<file path="src/rtl/slice_arbiter.sv">
// Round-robin time-slice arbiter: one grant at a time, each bounded to N cycles
// by a modulo-N slice counter, with early release when the grantee drops req.
module slice_arbiter #(
  parameter int NREQ  = 4,
  parameter int WIDTH = 5,
  localparam int IDW  = $clog2(NREQ)
) (
  input  logic             clk,
  input  logic             reset,
  input  logic [NREQ-1:0]  req,
  input  logic [WIDTH-1:0] slice_len,
  output logic [NREQ-1:0]  gnt,
  output logic [IDW-1:0]   gnt_id,
  output logic             busy,
  output logic [WIDTH-1:0] slice_cnt,
  output logic             tc,
  output logic             dbg_grant
);

  // Handshake: a requester raises req[i] and keeps it high while it wants or
  // uses the resource; gnt[i] high means it owns the resource this cycle.
  // Dropping req[i] while granted releases the resource at the next edge.

  typedef enum logic {S_IDLE = 1'b0, S_GRANT = 1'b1} state_t;

  state_t           r_state;
  logic [IDW-1:0]   r_ptr;
  logic [IDW-1:0]   r_gnt_id;
  logic [NREQ-1:0]  r_gnt;
  logic [WIDTH-1:0] r_len;
  logic [WIDTH-1:0] r_cnt;

  logic [IDW-1:0]   w_next_ptr;
  logic [IDW-1:0]   w_scan_start;
  logic [IDW:0]     w_sum;
  logic [IDW-1:0]   w_sel;
  logic             w_found;
  logic [WIDTH-1:0] w_last;
  logic             w_expire;
  logic             w_end;

  assign w_next_ptr = (r_gnt_id == IDW'(NREQ - 1)) ? '0 : r_gnt_id + IDW'(1);

  // len 0 wraps to all-ones, so a zero modulus naturally means 2^WIDTH.
  assign w_last   = r_len - WIDTH'(1);
  assign w_expire = (r_cnt == w_last);
  assign w_end    = !req[r_gnt_id] || w_expire;

  // Circular priority scan; descending loop so the smallest offset wins.
  always_comb begin
    w_scan_start = (r_state == S_GRANT) ? w_next_ptr : r_ptr;
    w_found      = 1'b0;
    w_sel        = '0;
    w_sum        = '0;
    for (int i = NREQ - 1; i >= 0; i--) begin
      w_sum = {1'b0, w_scan_start} + (IDW + 1)'(i);
      if (w_sum >= (IDW + 1)'(NREQ)) begin
        w_sum = w_sum - (IDW + 1)'(NREQ);
      end
      if (req[w_sum[IDW-1:0]]) begin
        w_found = 1'b1;
        w_sel   = w_sum[IDW-1:0];
      end
    end
  end

  always_ff @(posedge clk or posedge reset) begin
    if (reset) begin
      r_state  <= S_IDLE;
      r_ptr    <= '0;
      r_gnt_id <= '0;
      r_gnt    <= '0;
      r_len    <= '0;
      r_cnt    <= '0;
    end else begin
      case (r_state)
        S_IDLE: begin
          if (w_found) begin
            r_state  <= S_GRANT;
            r_gnt    <= NREQ'(1) << w_sel;
            r_gnt_id <= w_sel;
            r_cnt    <= '0;
            r_len    <= slice_len;
          end
        end
        S_GRANT: begin
          if (!w_end) begin
            r_cnt <= r_cnt + WIDTH'(1);
          end else begin
            r_ptr <= w_next_ptr;
            r_cnt <= '0;
            if (w_found) begin
              r_gnt    <= NREQ'(1) << w_sel;
              r_gnt_id <= w_sel;
              r_len    <= slice_len;
            end else begin
              r_state <= S_IDLE;
              r_gnt   <= '0;
            end
          end
        end
        default: begin
          r_state <= S_IDLE;
          r_gnt   <= '0;
          r_cnt   <= '0;
        end
      endcase
    end
  end

  assign gnt       = r_gnt;
  assign gnt_id    = r_gnt_id;
  assign busy      = |r_gnt;
  assign slice_cnt = r_cnt;
  assign tc        = (r_state == S_GRANT) && w_expire;
  assign dbg_grant = (r_state == S_GRANT);

endmodule

</file>
<file path="config.mk">
export PLATFORM = sky130hd
export DESIGN_NAME = slice_arbiter
export DESIGN_NICKNAME = d
export VERILOG_FILES = /design/src/rtl/slice_arbiter.sv
export SDC_FILE = /design/constraint.sdc
export NUM_CORES = 1
export LEC_CHECK = 0
export CORE_ASPECT_RATIO = 0.8
export CORE_MARGIN = 4
export CORE_UTILIZATION = 40
export CTS_CLUSTER_DIAMETER = 200
export DETAILED_ROUTE_END_ITERATION = 7
export PLACE_DENSITY = 0.69
export SYNTH_ARGS = -nofsm -noshare
export SYNTH_HDL_FRONTEND = slang
export SYNTH_SLANG_ARGS = --single-unit
export TNS_END_PERCENT = 30
</file>
<file path="constraint.sdc">
create_clock -name clk -period 2.7 [get_ports clk]
set_input_delay 0.27 -clock clk [delete_from_list [all_inputs] [get_ports clk]]
set_output_delay 0.27 -clock clk [all_outputs]
set_load 0.02 [all_outputs]
</file>
==> results.txt, run 1 <==
- The run finished with clean final reports.
- DRT Pass-1 Iters: 4
- Clk sink count: 19
- The number of nets in the synthesized netlist is 120.
- Transition time at the pin with the least slew margin: around 0.74 ns
- Total power for the finished layout comes to 1.768 mW.
- Highest net fanout along the worst path: 4
- After floorplanning, the core was sized to cover 2765 µm².
- At the later pin of the worst-skew pair, clock insertion delay measures 0.31 ns.
- Signed area change from the synthesized netlist to the final layout: 30.03%
* CTS Hold Bufs: 0
- The first global-routing pass estimated 4505 µm of wire.
- Of the total synthesized cell area, the portion taken by full adders, half adders and majority gates is 3.229%.
* Syn Std Cell Area: 1162 µm²
- TritonCTS built the clock tree.
- Before CTS, the worst setup slack after placement is 0.2759 ns.
* Length in cells of the worst reg-to-reg path: 6
- After the first detailed-routing iteration, the DRC count stood at 49.
- Peak supply drop: 0.5377 mV
- Total Routing Usage GR: 15.38%
- Clk root buf: sky130_fd_sc_hd__clkbuf_4
* Total Die Area: about 3800 µm²
- Max-cap violations: 0
- The analysis attributes to cell leakage a power of 0.6351 nW.
- Final-report hold violation count: 0
- Setup violations remaining at the end of the flow were counted as 0.
- Count of warnings emitted by yosys: 0
- Dominant register cell in the synthesized netlist: sky130_fd_sc_hd__dfrtp_1
- Setup skew after layout: 0.006941 ns
- Main combinational cell family by area after synthesis: compound AO/OA/AOI/OAI gates
- Counting the buffers created by CTS gives 3.
- N_diodes: 0
* Maximum clock path buffer count: 2
* Clock transition time at the flip-flop clock pins of the worst setup and hold paths: ~0.11 ns
* Min setup slack post-route: around 0.21 ns
* Most common cell in the synthesized netlist: sky130_fd_sc_hd__dfrtp_1
- In this run the core area contains 17 standard-cell rows.
* Leading post-synthesis cells by instance count: 19 x sky130_fd_sc_hd__dfrtp_1, 6 x sky130_fd_sc_hd__nor2_1, 6 x sky130_fd_sc_hd__o2bb2ai_1
* Number of port buffers: 24
* Critical register-to-register path startpoint: gnt_id[1]
- In the final routed layout, each cell accounts on average for 15.75 µm.
- Detail Placement HPWL: between 2000 and 2500 µm
- End of the worst register-to-register path: gnt[2]
* Detailed-route wire length: 2756 µm
* Post-route setup TNS: 0 ns
* Setup repair after global routing missed its margin: no
* Min Tclk post-route: between 2 and 2.5 ns
* Via/cell ratio: 5.703
* Multiplexer share of the synthesized area: 12.06%
- In this run the vertical extent of the chip is 56.22 µm.
- Proportion of synthesized chip area in sequential cells: around 41%
- Cell taking the most area after synthesis: sky130_fd_sc_hd__dfrtp_1
* Boundary pin count: 25
- Number of enable flip-flop cells after synthesis: 0
- Area share of the largest cell type after synthesis: between 40% and 50%
* Gate count of the mapped netlist: 106
* Basic-gate share of the synthesized area counting and, or, nand and nor cells: 15.72%
- Unique masters post-synth: 44
* H-tree Lvls: 1
- Of the total synthesized cell area, the portion taken by XOR and XNOR cells is 4.521%.
- Sorting the synthesized cells by area gives the leading types as sky130_fd_sc_hd__dfrtp_1 41%, sky130_fd_sc_hd__mux2_4 6.5%, sky130_fd_sc_hd__o2bb2ai_1 4.5%.
- Power spread over the standard cell area amounts to 1170 nW/µm².
* Largest net degree at the start of global routing: 20
* Antenna violations before repair: 0
* Worst endpoint required time: approximately 2.4 ns
- Critical Path AT: 2.22 ns
- Final-report max-slew violation count: 0
* Kind of critical path: flop to output port
- The die is 68.27 µm wide.
- Post-CTS timing repair inserted 0 buffers for setup.
* Starting utilization of the core area: between 40% and 50%
* Startpoint type of the worst setup path: flop
* # DRC: 0
- Slew Limit Headroom: around half
* Share of cells above drive strength 1: between 15 and 20%
- The number of global-route vias before repair came to 947.
* Worst min path class: primary input to async pin
* Maximum operating frequency: ~0.4 GHz
* Via count: 998
- ANT nets after route: 0
- Setup slack on the worst reg-to-reg path comes out at 0.39 ns.
* Worst Setup End Kind: output port
* Complex-gate fraction of the synthesized area: 21.64%
* Period Utilization, post-route: 92.34%
* Total of flip-flops plus latches after synthesis: 19
* Final GP Congestion: 0.8203
* Fin nets: 152
- Share of synthesized flip-flops with an asynchronous set or reset: 100.0%
- After global routing the overflow that remains totals 0.
- Syn Area/Cell: 10.97 µm²
- The layout has 259 filler cells.
[per-stage QoR]
| stage | hold WS [ns] | utilization, % | cells | instance area (µm²) |
|---|---|---|---|---|
| after floorplan | 0.2211 | - | 106 | 1162 |
| after global placement | 0.4854 | 53.39 | 171 | 1476 |
| after detailed placement | 0.5024 | 53.39 | 171 | 1476 |
| after CTS | 0.4005 | 54.43 | 175 | 1505 |
| after global routing | 0.4241 | 54.66 | 175 | 1511 |
| final | 0.3862 | 54.66 | 175 | 1511 |
[placed cells by master (no fill, tap or decap), types with 3 or more instances in the layout]
cell type	n
sky130_fd_sc_hd__clkbuf_4	3
sky130_fd_sc_hd__clkdlybuf4s50_1	23
sky130_fd_sc_hd__dfrtp_1	19
sky130_fd_sc_hd__o21ai_0	5
sky130_fd_sc_hd__nor2_1	6
sky130_fd_sc_hd__inv_1	5
sky130_fd_sc_hd__o211ai_1	3
sky130_fd_sc_hd__ha_1	3
sky130_fd_sc_hd__mux2_4	5
sky130_fd_sc_hd__nand2_1	5
sky130_fd_sc_hd__xnor2_1	4
sky130_fd_sc_hd__o2bb2ai_1	6
sky130_fd_sc_hd__nand2b_1	4
sky130_fd_sc_hd__buf_4	4
[timing repair]
action / CTS / global route
pin swaps: 0 / 0
setup endpoints to repair: 1 / 1
gates resized for setup: 1 / 1
[flip-flops by register name, indices dropped and copies added, names as in the netlist]
register / count
r_len: 5
slice_cnt: 5
gnt: 4
gnt_id: 2
r_ptr: 2
dbg_grant: 1
[power breakdown]
| part | internal, mW | switching, mW | leakage (nW) |
|---|---|---|---|
| Sequential | 0.399 | 0.119 | 0.235 |
| Clock | 0.0566 | 0.0927 | 0.0139 |
| Combinational | 0.545 | 0.555 | 0.386 |
[final cells by class]
cell class | instances | area, µm² | share of cell area, %
clock buffer | 3 | 22.52 | 1.490
multi-input combinational | 81 | 670.6 | 44.37
tap | 38 | 47.55 | 3.146
inverter | 5 | 18.77 | 1.242
clock inverter | 1 | 7.507 | 0.4967
timing repair buffer | 28 | 269.0 | 17.80
sequential | 19 | 475.5 | 31.46
[logic make-up after synthesis]
group / Yosys count
muxes: 11
buffers and inverters: 6
DFF: 19
AOI/OAI and AO/OA: 29
adders and majority gates: 3
xor gates and xnor gates: 6
and+or+nand+nor: 32
[critical path, stage by stage (launching register included)]
cell	delay, ns
sky130_fd_sc_hd__dfrtp_1	0.44
sky130_fd_sc_hd__inv_1	0.08
sky130_fd_sc_hd__ha_1	0.17
sky130_fd_sc_hd__nor4bb_2	0.28
sky130_fd_sc_hd__o211ai_1	0.15
sky130_fd_sc_hd__a311oi_4	0.30
sky130_fd_sc_hd__and2_2	0.17
sky130_fd_sc_hd__dlygate4sd2_1	0.32
[how the worst max path moves through the flow]
| stage | cells after the start | start | to |
|---|---|---|---|
| after CTS | 7 | r_len[0] | tc |
| after global routing | 7 | r_len[0] | tc |
| after detailed placement | 7 | r_len[0] | tc |
| after global placement | 6 | r_len[0] | tc |
| after floorplan | 5 | slice_cnt[2] | r_len[0] |
| final | 7 | r_len[0] | tc |
[routing by layer]
metal  vias to the layer above  track usage (%)  part of all wire [%]
li1                        464                -                     -
met1                       480            22.68                    48
met2                        46            21.57                    44
met3                         8            4.444                   6.7
met4                         0            4.249                   1.5
met5                         -                0                     0
No activity file was read; power rests on OpenSTA's default activity.
==> run 2, diff against run 1 <==
--- a/config.mk
+++ b/config.mk
@@ -7,10 +7,10 @@
 export LEC_CHECK = 0
 export CORE_ASPECT_RATIO = 0.8
 export CORE_MARGIN = 4
-export CORE_UTILIZATION = 40
+export CORE_UTILIZATION = 35
 export CTS_CLUSTER_DIAMETER = 200
 export DETAILED_ROUTE_END_ITERATION = 7
-export PLACE_DENSITY = 0.69
+export PLACE_DENSITY = 0.63
 export SYNTH_ARGS = -nofsm -noshare
 export SYNTH_HDL_FRONTEND = slang
 export SYNTH_SLANG_ARGS = --single-unit
==> run 2 against run 1 <==
Effect of this change: die area up 12%; hold slack better by 0.048 ns; via count up 0.60%; largest power group unchanged; clock skew down 0.0022 ns; flip-flop and latch count unchanged; final area up 0.25%; count of clock-buffer cells in the layout up 1; final cell count up 0.57%; critical endpoint unchanged; largest cell class unchanged; utilization down 6.3 points; sequential power up 3%; non-clock buffer count down 1; combinational power down 4%.
==> results.txt, run 2 (synthesis gave the netlist of run 1 again) <==
- Result of the run: completed (unchanged).
* Detailed-route wire length: 2844 µm (was 2756 µm)
- The number of antenna violations at the first check in global routing came to 0 (unchanged).
- The biggest fanout along the worst timing path came to 4 (unchanged).
- Leakage power: 0.6387 nW (was 0.6351 nW)
- The detailed placer's ending HPWL was 2052 µm (was 2058 µm).
- The antenna diode instance count came to 0 (unchanged).
- The wire length of the first global-routing pass is 4609 µm (was 4505 µm).
* Worst endpoint required time: 2.43 ns (about the same)
- Share of cells above drive strength 1: 14.71% (was 16.79%)
- Final-report max-slew violation count: 0 (unchanged)
* Period Utilization, post-route: 90.41% (was 92.34%)
* Signed area change from the synthesized netlist to the final layout: 30.35% (was 30.03%)
- The highest ir drop seen on vdd was 0.4498 mV (was 0.5377 mV).
- CTS Hold Bufs: 0 (unchanged)
- Via count: 1004 (was 998)
* Final number of setup-violating endpoints: 0 (unchanged)
* Post-CTS Setup Repair Bufs: 0 (unchanged)
- Total Routing Usage GR: 13.96% (was 15.38%)
- Most common library cell in the layout ignoring fill and taps: sky130_fd_sc_hd__clkdlybuf4s50_1 (unchanged)
- Post-Place Setup Slack: 0.2621 ns (was 0.2759 ns)
- The post-route setup TNS is 0 ns (unchanged).
* Detail-routed net length per standard cell: 16.16 µm (was 15.75 µm)
* Number of port buffers: 24 (unchanged)
* GRT overflow: 0 (unchanged)
- Transition time at the pin with the least slew margin: 0.7444 ns (was 0.7371 ns)
- Number of global-route vias before repair: 960 (was 947)
* Min setup slack post-route: 0.2589 ns (was 0.2068 ns)
- The switching power is 0.7608 mW (was 0.7670 mW).
- Final-report hold violation count: 0 (unchanged)
- The die area was 4313 µm² (was 3838 µm²).
* Maximum clock path buffer count: 2 (unchanged)
- The minimum period implied by the final worst setup slack was 2.441 ns (was 2.493 ns).
- The post-cts sizing count was 1 (unchanged).
* Setup repair after global routing missed its margin: no (unchanged)
- The final setup skew is 0.004720 ns (was 0.006941 ns).
* Placeable core region: 3131 µm² (was 2765 µm²)
* Horizontal die dimension: 72.43 µm (was 68.27 µm)
- The fraction of power spent switching nets is 42.29% (was 43.39%).
* Std-Cell Rows: 18 (was 17)
- Placement-stage cell area: 1471 µm² (was 1476 µm²)
- Maximum operating frequency: 0.4097 GHz (was 0.4011 GHz)
- The sequential fraction of design power was 29.7% (was 29.3%).
- Sequence of cells on the critical path: inv_1, ha_1, nor4bb_1, o211ai_1, a311oi_4, and2_2, dlygate4sd2_1 (was inv_1, ha_1, nor4bb_2, o211ai_1, a311oi_4, and2_2, dlygate4sd2_1)
- The number of sinks handled by clock tree synthesis was 19 (unchanged).
- The worst min-delay path class is primary input to async pin (unchanged).
- The clock latency on the worst-skew pair came to 0.26 ns (was 0.31 ns).
- Fin nets: 151 (was 152)
- Max-cap violations: 0 (unchanged)
- The pin count of the biggest net entering global routing came to 20 (unchanged).
- The residual DRC count is 0 (unchanged).
* Clk root buf: sky130_fd_sc_hd__clkbuf_8 (was sky130_fd_sc_hd__clkbuf_4)
* Starting utilization of the core area: 37.13% (was 42.04%)
- The number of detailed-routing iterations run before antenna repair was 4 (unchanged).
* Power share of the combinational group: 59.1% (was 62.2%)
* Kind of critical path: flop to output port (unchanged)
* Critical Path AT: 2.17 ns (was 2.22 ns)
- The die height was 59.55 µm (was 56.22 µm).
- Commonest cells after routing, fill and taps aside: 23 x sky130_fd_sc_hd__clkdlybuf4s50_1, 19 x sky130_fd_sc_hd__dfrtp_1, 6 x sky130_fd_sc_hd__nor2_1, 6 x sky130_fd_sc_hd__o2bb2ai_1 (unchanged)
- The relative slew slack is 50.32% (was 50.81%).
- The last weighted congestion value of the routability-driven placer came to 0.8072 (was 0.8203).
- CTS Buf Count: 3 (unchanged)
- The final antenna-violating net count came to 0 (unchanged).
- The number of DRC markers after the initial detailed-route iteration was 56 (was 49).
- The TritonCTS clock tree is built (unchanged).
* Portion of total power attributed to the clock network: 11.2% (was 8.4%)
- The kind of start point of the critical path is a flop (unchanged).
- Boundary pin count: 25 (unchanged)
- The type of element capturing the critical path is an output port (unchanged).
- Final cell area excluding filler cells: 1515 µm² (was 1511 µm²)
* Slowest library cell on the worst path: sky130_fd_sc_hd__dfrtp_1 (unchanged)
- The ratio of total power to cell area is 1187 nW/µm² (was 1170 nW/µm²).
- Clock transition time at the flip-flop clock pins of the worst setup and hold paths: 0.07 ns (was 0.11 ns)
* H-tree Lvls: 1 (unchanged)
* Via/cell ratio: 5.705 (was 5.703)
- The internal power summed over all cells is 1.038 mW (was 1.001 mW).
- Max incr delay on CP: 0.42 ns (was 0.44 ns)
-- run 2: critical path, delay by kind of cell, from the launching register on --
kind	cells	cell delay (ns)
DFF	1	0.42
buffers and inverters	2	0.40
and+or+nand+nor	2	0.46
adders and majority gates	1	0.18
AOI/OAI and AO/OA	2	0.46
-- run 2: through the flow --
step	hold slack (ns)	utilization, %	total power [mW]	cells
6_report	0.4341	48.40	1.799	176
5_1_grt	0.4995	48.40	1.938	176
4_1_cts	0.4657	48.40	1.812	176
3_5_place_dp	0.4909	47.00	1.604	172
3_3_place_gp	0.4779	47.00	1.580	172
2_1_floorplan	0.2211	-	1.264	106
-- run 2: layer usage --
layer / wire, µm / GRT usage, % / up-vias / share of wire, %
li1: - / - / 462 / -
met1: 1315 / 18.89 / 487 / 46
met2: 1325 / 21.66 / 40 / 47
met3: 143 / 3.729 / 15 / 5.0
met4: 60 / 4.737 / 0 / 2.1
met5: 0 / 0 / - / 0
-- run 2: final cells by class --
cell class                      count  area, µm²
Fill cell                         286       1615
Tap cell                           40      50.05
Multi-Input combinational cell     81      664.4
Clock buffer                        4      45.04
Timing Repair Buffer               27      261.5
Inverter                            5      18.77
Sequential cell                    19      475.5
-- run 2: path summary, 6_finish.rpt --
path	start	endpoint	slack, ns	depth (start not counted)
min in group clk	r_ptr[0]	r_ptr[0]	0.51	1
worst min-delay path	reset	r_len[1]	0.43	2
worst min register to register	r_ptr[0]	r_ptr[0]	0.51	1
worst max register to register	gnt_id[0]	gnt[0]	0.34	6
max in group asynchronous	reset	gnt_id[1]	1.80	2
worst max-delay path	r_len[0]	tc	0.26	7
-- run 2: power by group through the flow --
stage / registers (mW) / logic (mW) / clock network [mW]
final: 0.534 / 1.06 / 0.202
after global routing: 0.556 / 1.17 / 0.216
after CTS: 0.536 / 1.07 / 0.205
after detailed placement: 0.538 / 1.07 / 0
after global placement: 0.530 / 1.05 / 0
after floorplan: 0.565 / 0.699 / 0
